<file path="src/rtl/ad9866_spi_arbiter.sv">
// ad9866_spi_arbiter
// Shares the single AD9866 SPI transaction engine between NREQ register-access
// requesters (RX gain, TX gain, host access, filter/cal sequencer). Requests are
// served round-robin once the power-up init program has finished. For each
// grant the arbiter:
//   - builds the 16-bit instruction word,
//   - hands it to the SPI shifter,
//   - waits for the response, bounded by a watchdog,
//   - returns a registered ack/rdata to the winner,
//   - enforces an idle gap before the next grant.
//
// Optional build macro: AD9866_ARB_PRIO0_EN
//   Defined:   requester 0 has strict priority and does not move the RR pointer.
//   Undefined: requester 0 takes part in plain round-robin with the others.
//
// Ports:
//   clk, reset         system clock, asynchronous active-high reset
//   init_done          grants are held off while low
//   req/req_rd         per-requester request level and read(1)/write(0) flag
//   req_addr           5 bits per requester, requester i at [5i+4:5i]
//   req_wdata          8 bits per requester, requester i at [8i+7:8i]
//   ack                one-cycle completion pulse to the granted requester
//   ack_err/rdata      valid with ack: watchdog error flag, readback byte
//   grant_id           index of the current/last granted requester
//   busy               high whenever the arbiter is not IDLE
//   cmd_valid/ready    instruction handshake towards the SPI engine
//   cmd_word           {rd, 2'b00, addr, wdata}, wdata zeroed for reads
//   rsp_valid/rsp_data end-of-transaction pulse and shifted-in byte
module ad9866_spi_arbiter #(
  parameter int NREQ           = 4,
  parameter int GAP_CYCLES     = 4,
  parameter int TIMEOUT_CYCLES = 1023
) (
  input  logic                      clk,
  input  logic                      reset,
  input  logic                      init_done,
  input  logic [NREQ-1:0]           req,
  input  logic [NREQ-1:0]           req_rd,
  input  logic [NREQ*5-1:0]         req_addr,
  input  logic [NREQ*8-1:0]         req_wdata,
  output logic [NREQ-1:0]           ack,
  output logic                      ack_err,
  output logic [7:0]                rdata,
  output logic [$clog2(NREQ)-1:0]   grant_id,
  output logic                      busy,
  output logic                      cmd_valid,
  input  logic                      cmd_ready,
  output logic [15:0]               cmd_word,
  input  logic                      rsp_valid,
  input  logic [7:0]                rsp_data
);

  localparam int IDW = $clog2(NREQ);

  typedef enum logic [1:0] {
    IDLE,
    ISSUE,
    WAIT_RSP,
    GAP
  } state_t;

  state_t           state;
  state_t           state_nxt;

  logic [IDW-1:0]   rr_ptr;
  logic [15:0]      to_cnt;
  logic [7:0]       gap_cnt;

  logic             win_found;
  logic [IDW-1:0]   win_idx;
  logic [IDW-1:0]   win_ptr;
  logic             win_rd;
  logic [4:0]       win_addr;
  logic [7:0]       win_wdata;

  logic             grant_fire;
  logic             to_expire;
  logic             gap_done;

  // Round-robin pick: scan from the pointer upward with wrap-around. The
  // loop runs from the farthest offset down so the nearest request wins.
  always_comb begin
    win_found = 1'b0;
    win_idx   = '0;
    for (int k = NREQ - 1; k >= 0; k--) begin
      if (req[(int'(rr_ptr) + k) % NREQ]) begin
        win_found = 1'b1;
        win_idx   = IDW'((int'(rr_ptr) + k) % NREQ);
      end
    end
    win_ptr = IDW'((int'(win_idx) + 1) % NREQ);
`ifdef AD9866_ARB_PRIO0_EN
    // Latency-critical gain path bypasses the rotation entirely. When req[0]
    // is low the scan above can never land on 0, so the others rotate alone.
    if (req[0]) begin
      win_found = 1'b1;
      win_idx   = '0;
      win_ptr   = rr_ptr;
    end
`endif
  end

  // Winner's request fields; only sampled on the grant edge.
  always_comb begin
    win_rd    = req_rd[win_idx];
    win_addr  = req_addr[int'(win_idx) * 5 +: 5];
    win_wdata = req_wdata[int'(win_idx) * 8 +: 8];
  end

  assign grant_fire = (state == IDLE) && init_done && win_found;
  // Counter is cleared on the handshake edge, so it reaches TIMEOUT_CYCLES-1
  // on the TIMEOUT_CYCLES-th WAIT_RSP edge.
  assign to_expire  = (to_cnt == 16'(TIMEOUT_CYCLES - 1));
  // GAP lasts GAP_CYCLES+1 cycles (one cycle when GAP_CYCLES is 0), which
  // gives 4+GAP_CYCLES grant-to-grant for a ready engine with 1-cycle response.
  assign gap_done   = (gap_cnt == 8'(GAP_CYCLES));

  // State register.
  always_ff @(posedge clk or posedge reset) begin
    if (reset) begin
      state <= IDLE;
    end else begin
      state <= state_nxt;
    end
  end

  // Next-state logic. A response arriving together with watchdog expiry is
  // treated as a normal completion.
  always_comb begin
    state_nxt = state;
    case (state)
      IDLE:     if (grant_fire) state_nxt = ISSUE;
      ISSUE:    if (cmd_ready) state_nxt = WAIT_RSP;
      WAIT_RSP: if (rsp_valid || to_expire) state_nxt = GAP;
      GAP:      if (gap_done) state_nxt = IDLE;
      default:  state_nxt = IDLE;
    endcase
  end

  // Outputs decoded straight from the state so cmd_valid drops the moment
  // reset asserts.
  always_comb begin
    cmd_valid = (state == ISSUE);
    busy      = (state != IDLE);
  end

  // Grant bookkeeping, counters and the registered completion outputs.
  always_ff @(posedge clk or posedge reset) begin
    if (reset) begin
      ack      <= '0;
      ack_err  <= 1'b0;
      rdata    <= 8'h00;
      grant_id <= '0;
      rr_ptr   <= '0;
      cmd_word <= 16'h0000;
      to_cnt   <= '0;
      gap_cnt  <= '0;
    end else begin
      ack     <= '0;
      ack_err <= 1'b0;
      case (state)
        IDLE: begin
          if (grant_fire) begin
            grant_id <= win_idx;
            rr_ptr   <= win_ptr;
            cmd_word <= {win_rd, 2'b00, win_addr, (win_rd ? 8'h00 : win_wdata)};
          end
        end
        ISSUE: begin
          if (cmd_ready) to_cnt <= '0;
        end
        WAIT_RSP: begin
          if (rsp_valid) begin
            ack[grant_id] <= 1'b1;
            rdata         <= cmd_word[15] ? rsp_data : 8'h00;
            gap_cnt       <= '0;
          end else if (to_expire) begin
            ack[grant_id] <= 1'b1;
            ack_err       <= 1'b1;
            rdata         <= 8'h00;
            gap_cnt       <= '0;
          end else begin
            to_cnt <= to_cnt + 16'd1;
          end
        end
        GAP: begin
          gap_cnt <= gap_cnt + 8'd1;
        end
        default: ;
      endcase
    end
  end

endmodule
</file>
<file path="config.mk">
export PLATFORM = sky130hd
export DESIGN_NAME = ad9866_spi_arbiter
export DESIGN_NICKNAME = d
export VERILOG_FILES = /design/src/rtl/ad9866_spi_arbiter.sv
export SDC_FILE = /design/constraint.sdc
export NUM_CORES = 1
export LEC_CHECK = 0
export CAP_MARGIN = 20
export CORE_ASPECT_RATIO = 1.1
export CORE_MARGIN = 2
export CORE_UTILIZATION = 43
export DETAILED_ROUTE_END_ITERATION = 6
export PLACE_DENSITY = 0.88
export SYNTH_ARGS = -nofsm -noshare
export SYNTH_HDL_FRONTEND = slang
export SYNTH_SLANG_ARGS = --single-unit
export TNS_END_PERCENT = 100
</file>
<file path="constraint.sdc">
create_clock -name clk -period 2.17 [get_ports clk]
set_input_delay 0.3255 -clock clk [delete_from_list [all_inputs] [get_ports clk]]
set_output_delay 0.3255 -clock clk [all_outputs]
set_load 0.03 [all_outputs]
</file>
==> results.py, run 1 <==
metrics = {
    "run_status": {
        "status": "finished with violations",
        "violations": "negative setup slack",
    },
    "logic_synthesis": {
        "synth_area_mm2": 0.00349,
        "synthArstFlopShare_pct": 100,
        "ys_ff_latch": 57,
        "ys_seq_area_share_pct": 40.8,
        "synth_cells": 386,
        "synthSimpleGateAreaFrac_pct": 21.6,
        "synthAdderAreaFrac_pct": 3.22,
        "synth_xor_xnor_area_share_pct": 1.50,
        "synth_ff_type": "dfrtp_1",
        "yosys_warnings": 0,
        "synth_edf_count": 0,
        "synth_top_family_by_area": "compound AO/OA/AOI/OAI gates",
        "synth_compound_area_share_pct": 22.6,
        "muxShareOfSynthArea_pct": 5.01,
        "synth_cell_types": 60,
        "synth_area_per_cell_um2": 9.05,
    },
    "sta": {
        "setup_viol": 31,
        "grt_setup_unrepaired": "yes",
        "timing.fmax_mhz": 419,
        "tightest_slew_ns": 0.565,
        "maxSlewViolCount": 0,
        "worst_slack_ns": -0.217,
        "report.final.hold_viol_count": 0,
        "slew_headroom_pct": 62.2,
        "finalCriticalPeriod_ns": 2.39,
        "fin_worst_skew_ns": 0.0151,
        "fin_crit_sh_pct": 110,
    },
    "global_routing": {
        "grt_start_max_net_pins": 41,
        "antenna_found_initial": 0,
        "grt_pass1_wl_mm": 17.6,
        "grt_use_total_pct": 24.8,
        "grt-ovfl-total": 0,
        "grt_pass1_vias": 3626,
    },
    "floorplan": {
        "row_count": 34,
        "dieArea_mm2": 0.00886,
        "core_area_mm2": 0.00791,
        "die_x_um": 89.9,
        "start_util_pct": 44.1,
        "die_h_um": 98.5,
        "ioPinCount": 106,
    },
    "power": {
        "p_seq_share_pct": 28.0,
        "p_switching_mw": 2.77,
        "internal_power_mw": 3.48,
        "clkPwrFrac_pct": 17.1,
        "max-vdd-ir-drop_uv": 795,
        "p_leak_nw": 2.38,
        "powerDensity_mw_per_mm2": 1140,
        "pwr-share-comb_pct": 54.9,
        "netSwitchingFraction_pct": 44.3,
    },
    "cts": {
        "clk_pin_slew_ns": 0.08,
        "cts_buffer_depth": 2,
        "worstSkewPairLatency_ns": 0.35,
        "cts_sinks": 57,
        "cts_tree": "built",
        "h-tree-depth": 3,
        "numCtsBuffers": 9,
        "cts-root-buf": "clkbuf_8",
    },
    "min_path": {
        "hold_path.class": "in2async",
    },
    "setup_path": {
        "arrival_ns": 2.66,
        "regToRegEndpoint": "rdata[0]",
        "slowest_delay_ns": 0.53,
        "worstPathRequired_ns": 2.44,
        "worst-setup-path-type": "reg2reg",
        "cp_max_fo": 8,
        "worstReg2RegStart": "to_cnt[0]",
        "r2r_slack_ns": -0.22,
        "cp_top_family": "simple AND/OR/NAND/NOR gates",
        "r2r_cells": 7,
        "cp_slowest_cell": "or4_4",
        "start_kind": "register",
        "endpoint_kind": "register",
        "cp_num_buf_inv": 2,
        "worstPathCellList": "inv_1 > ha_2 > or4b_4 > or4_4 > o21a_4 > clkbuf_16 > o21ai_1",
    },
    "place": {
        "routabilityCongestion": 0.886,
        "dp_cells": 622,
        "port_buffers": 103,
        "hpwlAfterDp_mm": 8.04,
    },
    "detailed_routing": {
        "drc": 0,
        "dr.pass1.iters": 5,
        "ant_nets": 0,
        "drt_iter0_markers": 486,
        "vias": 3903,
        "via_per_inst": 6.09,
        "drt-total-wl_mm": 12.3,
        "wl_per_cell_um": 19.3,
    },
    "job": {
        "max_cap_violations": 0,
    },
    "final_layout": {
        "nFillCells": 558,
        "utilization_pct": 69.1,
        "stdcell_count": 641,
        "area_growth_pct": 56.5,
        "drive_gt1_share_pct": 23.1,
        "diodes": 0,
        "nets": 610,
    },
}
[logic make-up (layout without fill, tap and decap cells)]
family	after synthesis	count (layout)
and+or+nand+nor	145	145
adders and majority gates	9	9
buffers and inverters	42	188
AOI/OAI and AO/OA	109	109
muxes	17	17
other	1	2
xor gates and xnor gates	6	6
DFF	57	57
[cell usage in the layout, fill, tap and decap left out, drive strengths merged, types with 5 or more instances in the layout]
cell	n
a21oi	9
a211o	7
dfrtp	57
and3	14
ha	9
nand2b	6
or4	5
mux2i	13
nand2	41
o211ai	15
a21boi	12
nor3	9
clkbuf	11
nand3	28
a22oi	8
buf	50
inv	18
clkdlybuf4s50	101
o21ai	27
nor2	17
o2111ai	9
[state kept, by name, summed over array words and instances, names as in the netlist]
| name | flops |
|---|---|
| rdata | 8 |
| cmd_word | 14 |
| gap_cnt | 8 |
| ack | 4 |
| state | 2 |
| rr_ptr | 2 |
| ack_err | 1 |
| grant_id | 2 |
| to_cnt | 16 |
[through the flow]
step | hold WS, ns | total power [mW] | TNS [ns] | worst slack (ns) | instance area (µm²)
after floorplan | 0.479 | 3.39 | -0.523 | -0.0628 | 3510
after global placement | 0.461 | 4.62 | -3.25 | -0.242 | 4960
after detailed placement | 0.476 | 4.75 | -5.60 | -0.360 | 4960
after CTS | 0.303 | 5.85 | -2.04 | -0.125 | 5210
after global routing | 0.321 | 6.54 | -5.12 | -0.282 | 5470
final | 0.291 | 6.25 | -2.50 | -0.217 | 5470
[power groups by stage]
stage                     clock (mW)  combinational (mW)  sequential, mW
after detailed placement           0                3.05            1.69
final                           1.07                3.43            1.75
after global placement             0                2.94            1.68
after CTS                       1.04                3.12            1.69
after global routing            1.12                3.64            1.78
after floorplan                    0                1.34            2.04
[cell usage after synthesis (all sizes together), types with 5 or more instances]
master	n	area [µm²]
dfrtp	57	1430
nand2	41	154
nand3	28	140
o21ai	27	139
inv	18	67.6
nor2	17	63.8
clkbuf	16	60.1
o211ai	15	113
and3	14	87.6
mux2i	13	130
a21boi	12	90.1
a21oi	9	45.0
ha	9	113
nor3	9	45.0
o2111ai	9	78.8
a22oi	8	60.1
buf	8	48.8
a211o	7	61.3
nand2b	6	37.5
or4	5	37.5
[per-layer routing]
metal | global-route usage, % | part of all wire, % | wire length, µm | vias to the layer above
li1 | - | - | - | 1708
met1 | 29.5 | 37 | 4540 | 1890
met2 | 44.2 | 51 | 6350 | 250
met3 | 5.89 | 8.1 | 1000 | 55
met4 | 8.64 | 3.7 | 461 | 0
met5 | 0 | 0 | 0 | -
[how the worst max path moves through the flow]
stage / endpoint / depth (start not counted) / start / slack (ns)
finish: rdata[0] / 7 / to_cnt[0] / -0.22
global route: rdata[0] / 7 / to_cnt[0] / -0.28
CTS: gap_cnt[7] / 7 / to_cnt[0] / -0.12
detailed placement: cmd_word[4] / 7 / req[1] / -0.36
global placement: cmd_word[3] / 7 / req[2] / -0.24
floorplan: to_cnt[15] / 9 / to_cnt[0] / -0.06
[what timing repair did]
action,in CTS,in global routing
cloned,0,1
gates resized for setup,20,51
endpoints found under the setup margin,46,46
pin swaps,4,28
hold buffers,0,0
setup buffers,0,2
[layout make-up]
cell class	count	area (µm²)	area share (%)
multi-input cells	288	2150	39.3
clock inverters	6	67.6	1.24
flip-flops and latches	57	1430	26.1
clock buffers	10	138	2.52
well taps	108	135	2.47
repair buffers	154	1480	27.1
inverters	18	67.6	1.24
No activity file was read; power rests on OpenSTA's default activity.
==> run 2: changes to the inputs <==
==> constraint.sdc (replaced) <==
create_clock -name clk -period 2.17 [get_ports clk]
set_input_delay 0.434 -clock clk [delete_from_list [all_inputs] [get_ports clk]]
set_output_delay 0.434 -clock clk [all_outputs]
set_load 0.03 [all_outputs]
==> results.py, run 2 (synthesis results as in run 1) <==
metrics = {
    "run_status": {
        "status": "finished with violations",
        "violations": "negative setup slack",
    },
    "cts": {
        "numCtsBuffers": 9,
        "cts-root-buf": "clkbuf_8",
        "worstSkewPairLatency_ns": 0.35,
        "cts_buffer_depth": 2,
        "clk_pin_slew_ns": 0.08,
        "cts_sinks": 57,
        "h-tree-depth": 3,
        "cts_tree": "built",
    },
    "global_routing": {
        "grt_pass1_vias": 3664,
        "antenna_found_initial": 0,
        "grt_start_max_net_pins": 58,
        "grt-ovfl-total": 0,
        "grt_use_total_pct": 24.7,
        "grt_pass1_wl_mm": 17.6,
    },
    "sta": {
        "slew_headroom_pct": 62.2,
        "holdWs_ns": 0.454,
        "timing.fmax_mhz": 426,
        "fin_crit_sh_pct": 108,
        "finalCriticalPeriod_ns": 2.35,
        "setup_viol": 30,
        "report.final.hold_viol_count": 0,
        "tns_ns": -1.86,
        "grt_setup_unrepaired": "yes",
        "maxSlewViolCount": 0,
        "worst_slack_ns": -0.177,
        "tightest_slew_ns": 0.567,
        "fin_worst_skew_ns": 0.00823,
    },
    "detailed_routing": {
        "via_per_inst": 5.73,
        "wl_per_cell_um": 17.2,
        "drt-total-wl_mm": 11.1,
        "dr.pass1.iters": 5,
        "vias": 3687,
        "ant_nets": 0,
        "drt_iter0_markers": 291,
        "drc": 0,
    },
    "floorplan": {
        "row_count": 34,
        "core_area_mm2": 0.00791,
        "ioPinCount": 106,
        "die_h_um": 98.5,
        "dieArea_mm2": 0.00886,
        "die_x_um": 89.9,
        "start_util_pct": 44.1,
    },
    "final_layout": {
        "utilization_pct": 68.3,
        "mostFrequentLayoutCell": "clkdlybuf4s50_1",
        "regArea_mm2": 0.00143,
        "nets": 612,
        "reg_top3": "to_cnt x16, cmd_word x14",
        "multi_input_area_mm2": 0.00208,
        "regMostFlops": "to_cnt",
        "area_growth_pct": 54.8,
        "final_cell_mix": "clkdlybuf4s50_1, dfrtp_1, buf_4",
        "drive_gt1_share_pct": 20.6,
        "largest_register_ffs": 16,
        "diodes": 0,
        "nFillCells": 579,
    },
    "place": {
        "port_buffers": 103,
        "routabilityCongestion": 0.872,
        "hpwlAfterDp_mm": 7.79,
    },
    "job": {
        "max_cap_violations": 0,
    },
    "power": {
        "p_leak_nw": 2.34,
        "max-vdd-ir-drop_uv": 811,
        "powerDensity_mw_per_mm2": 1120,
    },
    "setup_path": {
        "cp_max_fo": 5,
        "endpoint_kind": "register",
        "worstPathRequired_ns": 2.40,
        "start_kind": "register",
        "worst-setup-path-type": "reg2reg",
        "arrival_ns": 2.58,
    },
    "min_path": {
        "hold_path.class": "in2async",
    },
}
[run 2: changes by cell type in the layout (fill, tap and decap cells not counted), sizes merged]
cell,delta
bufinv,+1
clkbuf,-2
inv,+2
buf,+3
clkinv,-1
clkinvlp,-1
[run 2: layout make-up]
cell class,count,area share [%]
multi-input cells,288,38.5
repair buffers,156,27.2
flip-flops and latches,57,26.4
well taps,108,2.50
clock buffers,9,2.29
clock inverters,7,1.90
inverters,18,1.25
[run 2: through the flow]
stage	setup slack [ns]	power, mW	cells	area, µm²
3_3_place_gp	-0.363	4.61	623	4960
4_1_cts	-0.147	5.93	641	5260
3_5_place_dp	-0.531	4.72	623	4960
2_1_floorplan	-0.0628	3.39	387	3510
5_1_grt	-0.249	6.41	643	5410
6_report	-0.177	6.08	643	5410
[run 2: worst max-delay path, cell delays in order (launching register included)]
cell and delay, ns:
dfrtp_1 0.38, inv_1 0.06, ha_1 0.17, or4b_4 0.49
or4_4 0.48, buf_4 0.17, o2111ai_2 0.23, xor2_1 0.19
nor2_1 0.06
[run 2: final timing paths]
path                            slack (ns)  cells after the start       from         end
worst max-delay path                 -0.18                      8  to_cnt[0]  to_cnt[11]
max in group asynchronous             1.47                      3      reset  to_cnt[14]
worst min register to register        0.49                      2   rdata[3]    rdata[3]
min in group clk                      0.49                      2   rdata[3]    rdata[3]
worst min-delay path                  0.45                      3      reset  gap_cnt[5]
worst max register to register       -0.18                      8  to_cnt[0]  to_cnt[11]
[run 2: routing by layer]
metal	global-route usage (%)	part of all wire, %	vias up
li1	-	-	1713
met2	43.4	51	194
met5	0	0	-
met1	28.6	39	1743
met4	11.1	3.1	0
met3	6.50	7.5	37
[run 2: repair_timing]
item	in CTS	in global routing
hold buffers	0	0
pin swaps	1	10
setup buffers	2	3
resized for setup	17	26
endpoints found under the setup margin	45	47
[run 2: power by group]
group | switching (mW) | leakage [nW] | total, mW | internal [mW]
Clock | 0.491 | 0.110 | 1.15 | 0.657
Sequential | 0.329 | 0.761 | 1.71 | 1.38
Combinational | 1.76 | 1.46 | 3.21 | 1.45
Total | 2.58 | 2.34 | 6.08 | 3.49
==> run 3: changes to the inputs <==
- PLACE_DENSITY: 0.88 -> 0.85
- clock period: 2.17 -> 2.9 ns (I/O delays scaled with it)
==> results.py, run 3 (synthesis results as in run 1) <==
metrics = {
    "setup_path": {
        "cp_max_fo": 18,
        "worst-setup-path-type": "reg2reg",
        "arrival_ns": 2.89,
        "endpoint_kind": "register",
        "r2r_slack_ns": 0.27,
        "regToRegEndpoint": "rdata[3]",
        "worstReg2RegStart": "to_cnt[0]",
        "worstPathRequired_ns": 3.16,
        "start_kind": "register",
        "r2r_cells": 7,
    },
    "power": {
        "max-vdd-ir-drop_uv": 592,
        "p_switching_mw": 1.73,
        "pwr-share-comb_pct": 50.0,
        "power.total_mw": 4.07,
        "p_leak_nw": 2.10,
        "netSwitchingFraction_pct": 42.6,
        "p_seq_share_pct": 31.9,
        "clkPwrFrac_pct": 18.2,
        "powerDensity_mw_per_mm2": 835,
        "internal_power_mw": 2.33,
    },
    "floorplan": {
        "start_util_pct": 44.1,
        "die_x_um": 89.9,
        "row_count": 34,
        "die_h_um": 98.5,
        "dieArea_mm2": 0.00886,
        "core_area_mm2": 0.00791,
        "ioPinCount": 106,
    },
    "place": {
        "routabilityCongestion": 0.901,
        "port_buffers": 103,
        "dpl_cell_area_mm2": 0.00467,
        "hpwlAfterDp_mm": 7.37,
        "place_ws_ns": 0.0601,
    },
    "sta": {
        "tightest_slew_ns": 0.859,
        "finalCriticalPeriod_ns": 2.63,
        "fin_worst_skew_ns": 0.00935,
        "tns_ns": 0,
        "worst_slack_ns": 0.267,
        "maxSlewViolCount": 0,
        "report.final.hold_viol_count": 0,
        "setup_viol": 0,
        "fin_crit_sh_pct": 90.8,
        "slew_headroom_pct": 42.7,
        "grt_setup_unrepaired": "no",
        "holdWs_ns": 0.455,
        "timing.fmax_mhz": 380,
    },
    "global_routing": {
        "grt_pass1_vias": 3489,
        "grt_pass1_wl_mm": 16.1,
        "grt_start_max_net_pins": 52,
        "grt-ovfl-total": 0,
        "grt_use_total_pct": 22.4,
        "antenna_found_initial": 0,
    },
    "cts": {
        "cts-root-buf": "clkbuf_8",
        "h-tree-depth": 3,
        "numCtsBuffers": 9,
        "ctsHoldBuffers": 0,
        "cts_tree": "built",
        "worstSkewPairLatency_ns": 0.34,
        "clk_pin_slew_ns": 0.07,
        "cts_buffer_depth": 2,
        "cts_sinks": 57,
        "cts_setup_buffers": 0,
        "post_cts_resized": 0,
    },
    "detailed_routing": {
        "dr_wl_met2_mm": 4.96,
        "drc": 0,
        "drt-total-wl_mm": 9.67,
        "dr.pass1.iters": 5,
        "wl_per_cell_um": 16.0,
        "via_per_inst": 5.75,
        "ant_nets": 0,
        "top_layer_used": "met4",
        "drt_iter0_markers": 226,
        "dr_wl_met3_um": 674,
        "vias": 3474,
        "wl_met1_mm": 3.88,
    },
    "job": {
        "max_cap_violations": 0,
    },
    "final_layout": {
        "reg_top3": "to_cnt x16, cmd_word x14",
        "final_cell_mix": "clkdlybuf4s50_1, dfrtp_1, nand2_1",
        "drive_gt1_share_pct": 8.87,
        "largest_register_ffs": 16,
        "nets": 573,
        "mostFrequentLayoutCell": "clkdlybuf4s50_1",
        "final_area_mm2": 0.00487,
        "nFillCells": 674,
        "regMostFlops": "to_cnt",
        "area_growth_pct": 39.4,
        "diodes": 0,
    },
    "run_status": {
        "status": "finished clean",
    },
    "min_path": {
        "hold_path.class": "in2async",
    },
}
==> run 3: changes by cell type in the layout (fill, tap and decap cells not counted), sizes merged <==
cell | previous run | this run
dlygate4sd2 | 2 | 0
inv | 20 | 18
clkbuf | 9 | 11
clkinvlp | 1 | 2
buf | 53 | 14
clkdlybuf4s50 | 101 | 103
bufinv | 2 | 1
==> run 3: power groups by stage <==
| stage | logic, mW | clock network [mW] | registers, mW |
|---|---|---|---|
| 5_1_grt | 2.20 | 0.788 | 1.33 |
| 2_1_floorplan | 1.00 | 0 | 1.53 |
| 4_1_cts | 2.03 | 0.745 | 1.29 |
| 6_report | 2.03 | 0.738 | 1.30 |
| 3_5_place_dp | 2.03 | 0 | 1.30 |
| 3_3_place_gp | 1.95 | 0 | 1.29 |
==> run 3: final cells by class <==
cell class                      count  area [µm²]  share of cell area, %
Inverter                           18        67.6                   1.39
Tap cell                          108         135                   2.78
Clock buffer                       11         141                   2.90
Multi-Input combinational cell    288        1890                   38.9
Clock inverter                      5        55.1                   1.13
Timing Repair Buffer              117        1150                   23.6
Sequential cell                    57        1430                   29.3
==> run 3: worst max-delay path: stages, from the launching register on <==
cell     delay, ns
dfrtp_1       0.43
inv_1         0.08
ha_1          0.18
or4b_4        0.49
or4_1         0.68
o21a_1        0.29
buf_4         0.21
o21ai_0       0.19
==> run 3: worst max-delay path by stage <==
stage,from,to,slack [ns],cells past startpoint
5_1_grt,req[1],cmd_word[1],0.18,7
4_1_cts,to_cnt[0],rdata[3],0.29,7
6_report,to_cnt[0],rdata[3],0.27,7
3_5_place_dp,req[0],cmd_word[6],0.06,7
3_3_place_gp,req[2],cmd_word[7],0.18,7
2_1_floorplan,state[1],to_cnt[14],0.51,7
==> run 3: per-layer routing <==
metal,up-vias,GRT usage (%)
li1,1637,-
met1,1667,27.4
met2,155,39.2
met3,15,6.12
met4,0,6.27
met5,-,0
==> run 3: through the flow <==
step,instances,utilization [%]
final,604,61.5
after CTS,604,61.5
after global placement,588,59.0
after detailed placement,588,59.0
after floorplan,387,-
after global routing,604,61.5
